**config.mk**
```make
export PLATFORM = sky130hd
export DESIGN_NAME = cache_axi_wr_flat
export DESIGN_NICKNAME = d
export VERILOG_FILES = /design/src/rtl/cache_axi_wr_if.sv /design/src/rtl/cache_axi_wr.sv /design/src/flat_wrapper.sv
export SDC_FILE = /design/constraint.sdc
export NUM_CORES = 1
export LEC_CHECK = 0
export ABC_AREA = 1
export BUFFER_PORTS_ARGS = -buffer_cell sky130_fd_sc_hd__buf_2
export CAP_MARGIN = 25
export CORE_UTILIZATION = 51
export DETAILED_ROUTE_END_ITERATION = 12
export PLACE_DENSITY = 0.78
export SLEW_MARGIN = 15
export SYNTH_ARGS = -nofsm -noshare
export SYNTH_HDL_FRONTEND = slang
export SYNTH_SLANG_ARGS = --single-unit
export TNS_END_PERCENT = 20
```
**constraint.sdc**
```tcl
create_clock -name i_aclk -period 1.84 [get_ports i_aclk]
set_input_delay 0.46 -clock i_aclk [delete_from_list [all_inputs] [get_ports i_aclk]]
set_output_delay 0.46 -clock i_aclk [all_outputs]
set_load 0.01 [all_outputs]
```
**src/rtl/cache_axi_wr_if.sv**
```systemverilog
// cache_axi_wr_if: AXI4 write channels (AW, W, B) between the cache write bridge and the interconnect.
// master: drives AW/W payloads and valids plus bready.
// slave : drives awready, wready, bid, bresp and bvalid.
interface cache_axi_wr_if;
    logic [3:0]   awid;
    logic [31:0]  awaddr;
    logic [7:0]   awlen;
    logic [2:0]   awsize;
    logic [1:0]   awburst;
    logic [1:0]   awlock;
    logic [3:0]   awcache;
    logic [2:0]   awprot;
    logic         awvalid;
    logic         awready;
    logic [3:0]   wid;
    logic [31:0]  wdata;
    logic [3:0]   wstrb;
    logic         wlast;
    logic         wvalid;
    logic         wready;
    logic [3:0]   bid;
    logic [1:0]   bresp;
    logic         bvalid;
    logic         bready;
    modport master (
        output awid, awaddr, awlen, awsize, awburst, awlock, awcache, awprot, awvalid,
               wid, wdata, wstrb, wlast, wvalid, bready,
        input  awready, wready, bid, bresp, bvalid
    );
    modport slave (
        input  awid, awaddr, awlen, awsize, awburst, awlock, awcache, awprot, awvalid,
               wid, wdata, wstrb, wlast, wvalid, bready,
        output awready, wready, bid, bresp, bvalid
    );
endinterface

```
**src/rtl/cache_axi_wr.sv**
```systemverilog
// cache_axi_wr: one-entry buffered AXI write master for Dcache line writebacks and uncached stores.
// Ports:
//   i_aclk, i_aresetn            clock, asynchronous active-low reset
//   i_wr_req/type/addr/wstrb/data cache write request (line = type[2], else single beat)
//   o_wr_rdy                     buffer free, request taken on i_wr_req && o_wr_rdy
//   o_wr_pending(_addr)          transaction in flight and its line address [31:4]
//   axi                          AXI write master (AW/W/B)
module cache_axi_wr #(
    parameter logic [3:0] AXI_ID = 4'd1
) (
    input  logic                  i_aclk,
    input  logic                  i_aresetn,
    input  logic                  i_wr_req,
    input  logic [2:0]            i_wr_type,
    input  logic [31:0]           i_wr_addr,
    input  logic [3:0]            i_wr_wstrb,
    input  logic [127:0]          i_wr_data,
    output logic                  o_wr_rdy,
    output logic                  o_wr_pending,
    output logic [27:0]           o_wr_pending_addr,
    cache_axi_wr_if.master        axi
);
    typedef enum logic [1:0] {IDLE, AW, W, B} state_t;
    state_t         r_state, w_next;
    logic [2:0]     r_type;
    logic [31:0]    r_addr;
    logic [3:0]     r_wstrb;
    logic [127:0]   r_data;
    logic [1:0]     r_cnt;
    logic           w_line, w_last, w_unused;
    assign w_line = r_type[2];
    // Payloads come straight from the buffer so they stay stable while a valid waits.
    assign axi.awaddr  = w_line ? {r_addr[31:4], 4'h0} : r_addr;
    assign axi.awlen   = w_line ? 8'd3 : 8'd0;
    // A 2'b11 size code has no 8-byte path on a 32-bit bus, so it is sent as a word.
    assign axi.awsize  = (w_line || &r_type[1:0]) ? 3'b010 : {1'b0, r_type[1:0]};
    assign axi.wstrb   = w_line ? 4'hf : r_wstrb;
    assign axi.wdata   = w_line ? r_data[{r_cnt, 5'b0} +: 32] : r_data[31:0];
    assign w_last      = {6'd0, r_cnt} == axi.awlen;
    assign axi.wlast   = (r_state == W) && w_last;
    assign axi.awid    = AXI_ID;
    assign axi.wid     = AXI_ID;
    assign axi.awburst = 2'b01;
    assign axi.awlock  = 2'b00;
    assign axi.awcache = 4'h0;
    assign axi.awprot  = 3'h0;
    assign o_wr_pending      = r_state != IDLE;
    assign o_wr_pending_addr = r_addr[31:4];
    assign w_unused    = ^{axi.bid, axi.bresp};
    always_ff @(posedge i_aclk or negedge i_aresetn) begin
        if (!i_aresetn) r_state <= IDLE;
        else            r_state <= w_next;
    end
    always_ff @(posedge i_aclk or negedge i_aresetn) begin
        if (!i_aresetn) begin
            r_type  <= '0;
            r_addr  <= '0;
            r_wstrb <= '0;
            r_data  <= '0;
            r_cnt   <= '0;
        end else begin
            if (r_state == IDLE && i_wr_req) begin
                r_type  <= i_wr_type;
                r_addr  <= i_wr_addr;
                r_wstrb <= i_wr_wstrb;
                r_data  <= i_wr_data;
            end
            if (r_state == AW && axi.awready)     r_cnt <= '0;
            else if (r_state == W && axi.wready)  r_cnt <= r_cnt + 2'd1;
        end
    end
    always_comb begin
        w_next      = r_state;
        o_wr_rdy    = 1'b0;
        axi.awvalid = 1'b0;
        axi.wvalid  = 1'b0;
        axi.bready  = 1'b0;
        case (r_state)
            IDLE: begin
                o_wr_rdy = 1'b1;
                w_next   = i_wr_req ? AW : IDLE;
            end
            AW: begin
                axi.awvalid = 1'b1;
                w_next      = axi.awready ? W : AW;
            end
            W: begin
                axi.wvalid = 1'b1;
                w_next     = (axi.wready && w_last) ? B : W;
            end
            B: begin
                axi.bready = 1'b1;
                w_next     = axi.bvalid ? IDLE : B;
            end
        endcase
    end
endmodule

```
**src/flat_wrapper.sv**
```systemverilog
// flat-port wrapper written by rule: the top's interface ports become plain ports
module cache_axi_wr_flat 
#(
    parameter logic [3:0] AXI_ID = 4'd1
)
  (i_aclk, i_aresetn, i_wr_req, i_wr_type, i_wr_addr, i_wr_wstrb, i_wr_data, o_wr_rdy, o_wr_pending, o_wr_pending_addr, axi_awid, axi_awaddr, axi_awlen, axi_awsize, axi_awburst, axi_awlock, axi_awcache, axi_awprot, axi_awvalid, axi_wid, axi_wdata, axi_wstrb, axi_wlast, axi_wvalid, axi_bready, axi_awready, axi_wready, axi_bid, axi_bresp, axi_bvalid);
  cache_axi_wr_if axi_i ();
  input  logic i_aclk;
  input  logic i_aresetn;
  input  logic i_wr_req;
  input  logic [2:0] i_wr_type;
  input  logic [31:0] i_wr_addr;
  input  logic [3:0] i_wr_wstrb;
  input  logic [127:0] i_wr_data;
  output logic o_wr_rdy;
  output logic o_wr_pending;
  output logic [27:0] o_wr_pending_addr;
  output wire logic [$bits(axi_i.awid)-1:0] axi_awid;
  output wire logic [$bits(axi_i.awaddr)-1:0] axi_awaddr;
  output wire logic [$bits(axi_i.awlen)-1:0] axi_awlen;
  output wire logic [$bits(axi_i.awsize)-1:0] axi_awsize;
  output wire logic [$bits(axi_i.awburst)-1:0] axi_awburst;
  output wire logic [$bits(axi_i.awlock)-1:0] axi_awlock;
  output wire logic [$bits(axi_i.awcache)-1:0] axi_awcache;
  output wire logic [$bits(axi_i.awprot)-1:0] axi_awprot;
  output wire logic [$bits(axi_i.awvalid)-1:0] axi_awvalid;
  output wire logic [$bits(axi_i.wid)-1:0] axi_wid;
  output wire logic [$bits(axi_i.wdata)-1:0] axi_wdata;
  output wire logic [$bits(axi_i.wstrb)-1:0] axi_wstrb;
  output wire logic [$bits(axi_i.wlast)-1:0] axi_wlast;
  output wire logic [$bits(axi_i.wvalid)-1:0] axi_wvalid;
  output wire logic [$bits(axi_i.bready)-1:0] axi_bready;
  input wire logic [$bits(axi_i.awready)-1:0] axi_awready;
  input wire logic [$bits(axi_i.wready)-1:0] axi_wready;
  input wire logic [$bits(axi_i.bid)-1:0] axi_bid;
  input wire logic [$bits(axi_i.bresp)-1:0] axi_bresp;
  input wire logic [$bits(axi_i.bvalid)-1:0] axi_bvalid;
  assign axi_awid = axi_i.awid;
  assign axi_awaddr = axi_i.awaddr;
  assign axi_awlen = axi_i.awlen;
  assign axi_awsize = axi_i.awsize;
  assign axi_awburst = axi_i.awburst;
  assign axi_awlock = axi_i.awlock;
  assign axi_awcache = axi_i.awcache;
  assign axi_awprot = axi_i.awprot;
  assign axi_awvalid = axi_i.awvalid;
  assign axi_wid = axi_i.wid;
  assign axi_wdata = axi_i.wdata;
  assign axi_wstrb = axi_i.wstrb;
  assign axi_wlast = axi_i.wlast;
  assign axi_wvalid = axi_i.wvalid;
  assign axi_bready = axi_i.bready;
  assign axi_i.awready = axi_awready;
  assign axi_i.wready = axi_wready;
  assign axi_i.bid = axi_bid;
  assign axi_i.bresp = axi_bresp;
  assign axi_i.bvalid = axi_bvalid;
  cache_axi_wr #(.AXI_ID(AXI_ID)) u_core (.i_aclk(i_aclk), .i_aresetn(i_aresetn), .i_wr_req(i_wr_req), .i_wr_type(i_wr_type), .i_wr_addr(i_wr_addr), .i_wr_wstrb(i_wr_wstrb), .i_wr_data(i_wr_data), .o_wr_rdy(o_wr_rdy), .o_wr_pending(o_wr_pending), .o_wr_pending_addr(o_wr_pending_addr), .axi(axi_i));
endmodule
```
==> results.ini, run 1 <==
[routing]
first_pass_iters=5
wl_per_cell_um=15.4
ant_nets=0
vias=8033
routed_via_density=5.23
drt_iter0_markers=729
route.detailed.drc=0
totalWireLength_mm=23.6

[cts]
clkTransAtPathRegs_ps=60
cts.sinks=171
insertion_delay_ps=420
cts_root_buffer=clkbuf_16
cts_buffers=17
ctsHtreeMaxLevel=4
cts_tree=yes
clockBufferDepth=2

[critical_path]
critPathKind=flip-flop to output pin
startpoint_type=flip-flop
crit_required_ps=1380
worst-r2r-cell-count=4
critPathLaunch=u_core.r_cnt[1]$_DFFE_PN0P_
rrSetupSlack_ps=240
worstPathArrival_ps=1730
cp_max_fo=5
crit_end=axi_wdata[0]
r2r_end=u_core.r_data[63]$_DFFE_PN0P_
worstSetupEndpointType=output pin
reg2reg_from=u_core.r_state[0]$_DFF_PN0_

[cells_and_area]
drive_above_1_share_pct=28.6
nets=1483
stdcell_area_um2=10800
final_cells=1535
fillers=1449
diodes=0
area_delta_synth_final_pct=21.2

[floorplanning]
num_io_pins=311
die_area_um2=17900
coreArea_um2=16800
start_util_pct=52.8
die_h_um=134
num_rows=47
die_x_um=134

[sta]
hold_viol=0
rsz0062_at_grt=true
clock_skew_ps=4.09
finalCriticalPeriod_ps=2190
finalMaxSlewViolations=0
fmax_mhz=458
setup_ws_ps=-346
post-route-period-util_pct=119
setup_viol=41

[logic_synthesis]
syn_avg_cell_area_um2=7.95
synth_async_sr_flop_share_pct=100
yosys_warnings=0
yosysTopAreaCell=dfrtp_1
ys_ff_latch=171
synth_top_area_share_pct=48.2
synth_area_leaders=dfrtp_1 48%, nand2_1 18%, nand3_1 17%
synth_most_common_cell=nand2_1
synthCells=1117
ys_seq_area_share_pct=48.2
yosysUniqueCellTypes=22
synthTopCellsByCount=433 x nand2_1, 299 x nand3_1, 171 x dfrtp_1, 112 x buf_4, 24 x buf_2
syn-cell-area_um2=8880
ys.flop_type=dfrtp_1
synth_edf_count=0

[outcome]
violations=negative setup slack
status=complete, but fails checks

[grt]
track_usage_pct=26.1
antenna_found_initial=2
grt_max_degree=92
grt_pass1_wl_mm=36.7
grt_pass1_vias=7357
grt-ovfl-total=0

[power]
power_density_nw_per_um2=1860
peakVddDrop_uv=948
power_leakage_uw=0.00608

[placement]
dp_cells=1498
portBuffers=278
hpwlAfterDp_mm=15.7
post_dp_cell_area_um2=9830
gp_congestion=0.879

[hold_path]
hold_path.class=input pin to flip-flop
min_path_cells=3

[flow_run]
maxCapViolations=0

-- power breakdown --
part / switching (uW) / total [uW] / internal, uW
Clock: 1450 / 4060 / 2610
Sequential: 1130 / 6680 / 5550
Combinational: 5540 / 9240 / 3700
-- per-layer routing --
layer	wire, um	share of wire [%]	track usage [%]	vias up
met2	11500	49	43.0	371
met4	453	1.9	9.03	4
li1	-	-	-	3851
met1	10000	42	34.3	3770
met5	21	0.089	0	-
met3	1660	7.0	5.14	37
-- critical path: stages (launching register included) --
cell and delay [ps]:
dfrtp_2 460, buf_12 150, o21ai_4 150, buf_12 140, clkbuf_16 150, nand2_1 50
nand2_1 70, buf_2 130
-- logic make-up after synthesis --
logic type | count (synthesis) | synth area share [%]
buffers and inverters | 185 | 14.7
DFF | 171 | 48.2
AOI/OAI and AO/OA | 7 | 0.648
and+or+nand+nor | 752 | 36.4
other | 2 | 0.0846
-- repair_timing --
item,CTS,global route
setup buffers,0,3
gates cloned,0,3
resized for setup,16,22
pin swaps,7,9
endpoints found under the setup margin,41,41
endpoints found under the hold margin,32,0
hold buffers,1,0
-- metrics by stage --
stage / setup WS (ps) / utilization (%) / power (uW) / hold WS (ps) / TNS (ps)
CTS: -321 / 62.9 / 19500 / 245 / -10310
global placement: 153 / 58.5 / 14900 / 392 / 0
finish: -346 / 64.0 / 20000 / 267 / -10960
detailed placement: 135 / 58.5 / 15200 / 392 / 0
floorplan: 321 / - / 13100 / 164 / 0
global route: -403 / 64.0 / 21300 / 257 / -13420
-- layout make-up --
type / count / area [um^2] / area share (%)
flip-flops and latches: 171 / 4290 / 39.8
multi-input cells: 785 / 3460 / 32.1
repair buffers: 313 / 2020 / 18.8
clock buffers: 19 / 453 / 4.21
well taps: 220 / 275 / 2.56
clock inverters: 11 / 218 / 2.02
inverters: 16 / 60.1 / 0.558
-- placed cells by master (no fill, tap or decap), types with 2 or more instances in the layout --
cell type	n
nand3_1	299
bufinv_16	6
clkinv_4	2
nand2_1	422
a21oi_2	5
inv_2	2
conb_1	26
buf_8	2
clkinvlp_4	2
nor2_2	2
or2_4	5
clkbuf_8	2
clkbuf_16	20
inv_1	14
dfrtp_1	166
dfrtp_2	5
nor2_1	10
nand2_2	11
buf_4	10
buf_12	17
buf_6	14
buf_2	266
-- how the worst min path moves through the flow --
| stage | slack, ps | endpoint | start |
|---|---|---|---|
| 4_1_cts | 240 | u_core.r_addr[24]$_DFFE_PN0P_ | i_wr_addr[24] |
| 5_1_grt | 260 | u_core.r_addr[22]$_DFFE_PN0P_ | i_wr_addr[22] |
| 3_5_place_dp | 390 | u_core.r_data[61]$_DFFE_PN0P_ | i_aresetn |
| 3_3_place_gp | 390 | u_core.r_addr[1]$_DFFE_PN0P_ | i_aresetn |
| 6_report | 270 | u_core.r_data[11]$_DFFE_PN0P_ | i_wr_data[11] |
| 2_1_floorplan | 160 | u_core.r_addr[0]$_DFFE_PN0P_ | i_aresetn |
-- flip-flops by register name (all words and copies together), names as in the netlist --
register,cells
u_core.r_addr,32
u_core.r_cnt,2
u_core.r_state,2
u_core.r_data,128
u_core.r_type,3
u_core.r_wstrb,4
(Power assumes the default switching activity.)
==> run 2: changes to the inputs <==
--- a/config.mk
+++ b/config.mk
@@ -10,7 +10,7 @@
 export CAP_MARGIN = 25
 export CORE_UTILIZATION = 51
 export DETAILED_ROUTE_END_ITERATION = 12
-export PLACE_DENSITY = 0.78
+export PLACE_DENSITY = 0.81
 export SLEW_MARGIN = 15
 export SYNTH_ARGS = -nofsm -noshare
 export SYNTH_HDL_FRONTEND = slang
==> results.ini, run 2 (synthesis results as in run 1) <==
[critical_path]
startpoint_type=flip-flop
worstPathArrival_ps=1740  ; about the same
reg2reg_from=u_core.r_state[0]$_DFF_PN0_
cp_slowest_cell=dfrtp_2
critical_path.max_stage_delay_ps=500  ; +40 ps
critPathKind=flip-flop to output pin
worstSetupEndpointType=output pin
cp_max_fo=5  ; unchanged
critPathLaunch=u_core.r_cnt[0]$_DFFE_PN0P_
path_cells=buf_6 -> clkbuf_16 -> nand3_1 -> nand3_2 -> nand2_2 -> nand2_1 -> buf_2
crit_required_ps=1380  ; about the same

[routing]
routed_via_density=5.43  ; +3.8%
vias=8431  ; +5.0%
ant_nets=0  ; unchanged
drt_iter0_markers=717  ; -1.6%
first_pass_iters=8  ; +3
wl_per_cell_um=17.0  ; +10%
route.detailed.drc=0  ; unchanged
totalWireLength_mm=26.3  ; +12%

[floorplanning]
die_h_um=134  ; unchanged
coreArea_um2=16800  ; unchanged
num_rows=47  ; unchanged
start_util_pct=52.8  ; unchanged
num_io_pins=311  ; unchanged
die_x_um=134  ; unchanged
die_area_um2=17900  ; unchanged

[sta]
post-route-period-util_pct=120  ; +1.0 points
fmax_mhz=454  ; -0.87%
worst_pin_slew_ps=546
clock_skew_ps=9.72  ; +5.63 ps
rsz0062_at_grt=true
slew_headroom_pct=63.6
setup_viol=41  ; unchanged
hold_viol=0  ; unchanged
setup_ws_ps=-365  ; -19.2 ps
finalCriticalPeriod_ps=2200  ; +19.2 ps
finalMaxSlewViolations=0  ; unchanged

[grt]
track_usage_pct=27.3  ; +1.3 points
grt_pass1_vias=7573  ; +2.9%
grt_max_degree=107  ; +16%
antenna_found_initial=3  ; +1
grt_pass1_wl_mm=38.1  ; +3.9%
grt-ovfl-total=0  ; unchanged

[placement]
hpwlAfterDp_mm=15.5  ; -0.95%
dp_cells=1498  ; unchanged
post_dp_cell_area_um2=9840  ; about the same
gp_congestion=0.866  ; -1.5%
portBuffers=278  ; unchanged

[cells_and_area]
stdcell_area_um2=11300  ; +4.7%
top_regs=u_core.r_data (128), u_core.r_addr (32), u_core.r_wstrb (4)
largest_reg_flops=128  ; unchanged
fillers=1332  ; -8.1%
drive_above_1_share_pct=34.7  ; +6.1 points
layout_common_cells=416 x nand2_1, 267 x buf_2, 233 x nand3_1, 166 x dfrtp_1, 57 x nand3_2
regMostFlops=u_core.r_data
final_cells=1552  ; +1.1%
nets=1497  ; +0.94%
area_delta_synth_final_pct=27.0
final_common_cell=nand2_1
fin_util_pct=67.0  ; +3.0 points

[hold_path]
min_from=i_wr_addr[27]
hold_path.class=input pin to flip-flop

[outcome]
violations=negative setup slack
status=complete, but fails checks

[cts]
cts_buffers=17  ; unchanged
cts_tree=yes
cts.sinks=171  ; unchanged
clkTransAtPathRegs_ps=70  ; about the same
cts_root_buffer=clkbuf_16
insertion_delay_ps=440  ; +20 ps
ctsHtreeMaxLevel=4  ; unchanged
clockBufferDepth=2  ; unchanged

[power]
power_leakage_uw=0.00628  ; +3.4%
peakVddDrop_uv=889  ; -6.2%
power_density_nw_per_um2=1820  ; -2.2%

[flow_run]
maxCapViolations=0  ; unchanged

==> run 2: final timing paths <==
check                      cells after the start  slack (ps)                       endpoint
setup / recovery                               7        -360                   axi_wdata[3]
hold / removal                                 3         250  u_core.r_addr[27]$_DFFE_PN0P_
hold reg to reg                                2         470  u_core.r_data[18]$_DFFE_PN0P_
setup reg to reg                               5         110   u_core.r_addr[1]$_DFFE_PN0P_
min in group asynchronous                      2         460  u_core.r_data[64]$_DFFE_PN0P_
max in group asynchronous                      3         730  u_core.r_data[13]$_DFFE_PN0P_
==> run 2: per-stage QoR <==
stage	hold slack [ps]	setup WS, ps	TNS, ps	total power [uW]
after floorplan	164	321	0	13100
after global routing	250	-413	-12930	21800
after global placement	356	89.9	0	15000
after CTS	244	-329	-11050	19200
after detailed placement	355	59.3	0	15200
final	251	-365	-10510	20500
==> run 2: layout make-up <==
cell class | count | area [um^2] | share of cell area [%]
clock inverter | 10 | 68.8 | 0.610
tap | 220 | 275 | 2.44
clock buffer | 21 | 460 | 4.08
timing repair buffer | 327 | 2240 | 19.9
antenna | 2 | 5.00 | 0.0444
inverter | 16 | 77.6 | 0.688
multi-input combinational | 785 | 3860 | 34.3
sequential | 171 | 4290 | 38.0
==> run 2: report_power, final <==
group	total [uW]	internal (uW)	switching (uW)
logic	10400	4190	6160
registers	6820	5550	1270
clock network	3290	1790	1510
total	20500	11500	8940
==> run 2: what timing repair did <==
| item | in CTS | in global routing |
|---|---|---|
| gates resized for setup | 32 | 101 |
| hold buffers | 1 | 0 |
| pin swaps | 14 | 26 |
| cloned | 3 | 10 |
| endpoints found under the setup margin | 41 | 41 |
| setup buffers | 8 | 2 |
| endpoints found under the hold margin | 23 | 0 |
==> run 2: layer usage <==
layer	vias up	wire length (um)	track usage [%]
li1	3887	-	-
met1	4008	10400	35.0
met2	474	13100	44.7
met3	62	2170	6.46
met4	0	724	11.1
met5	-	0	0
==> run 2: worst max-delay path: cells and delay by family (launching register included) <==
family | cells | cell delay (ps)
buffers and inverters | 3 | 460
and+or+nand+nor | 4 | 340
DFF | 1 | 500
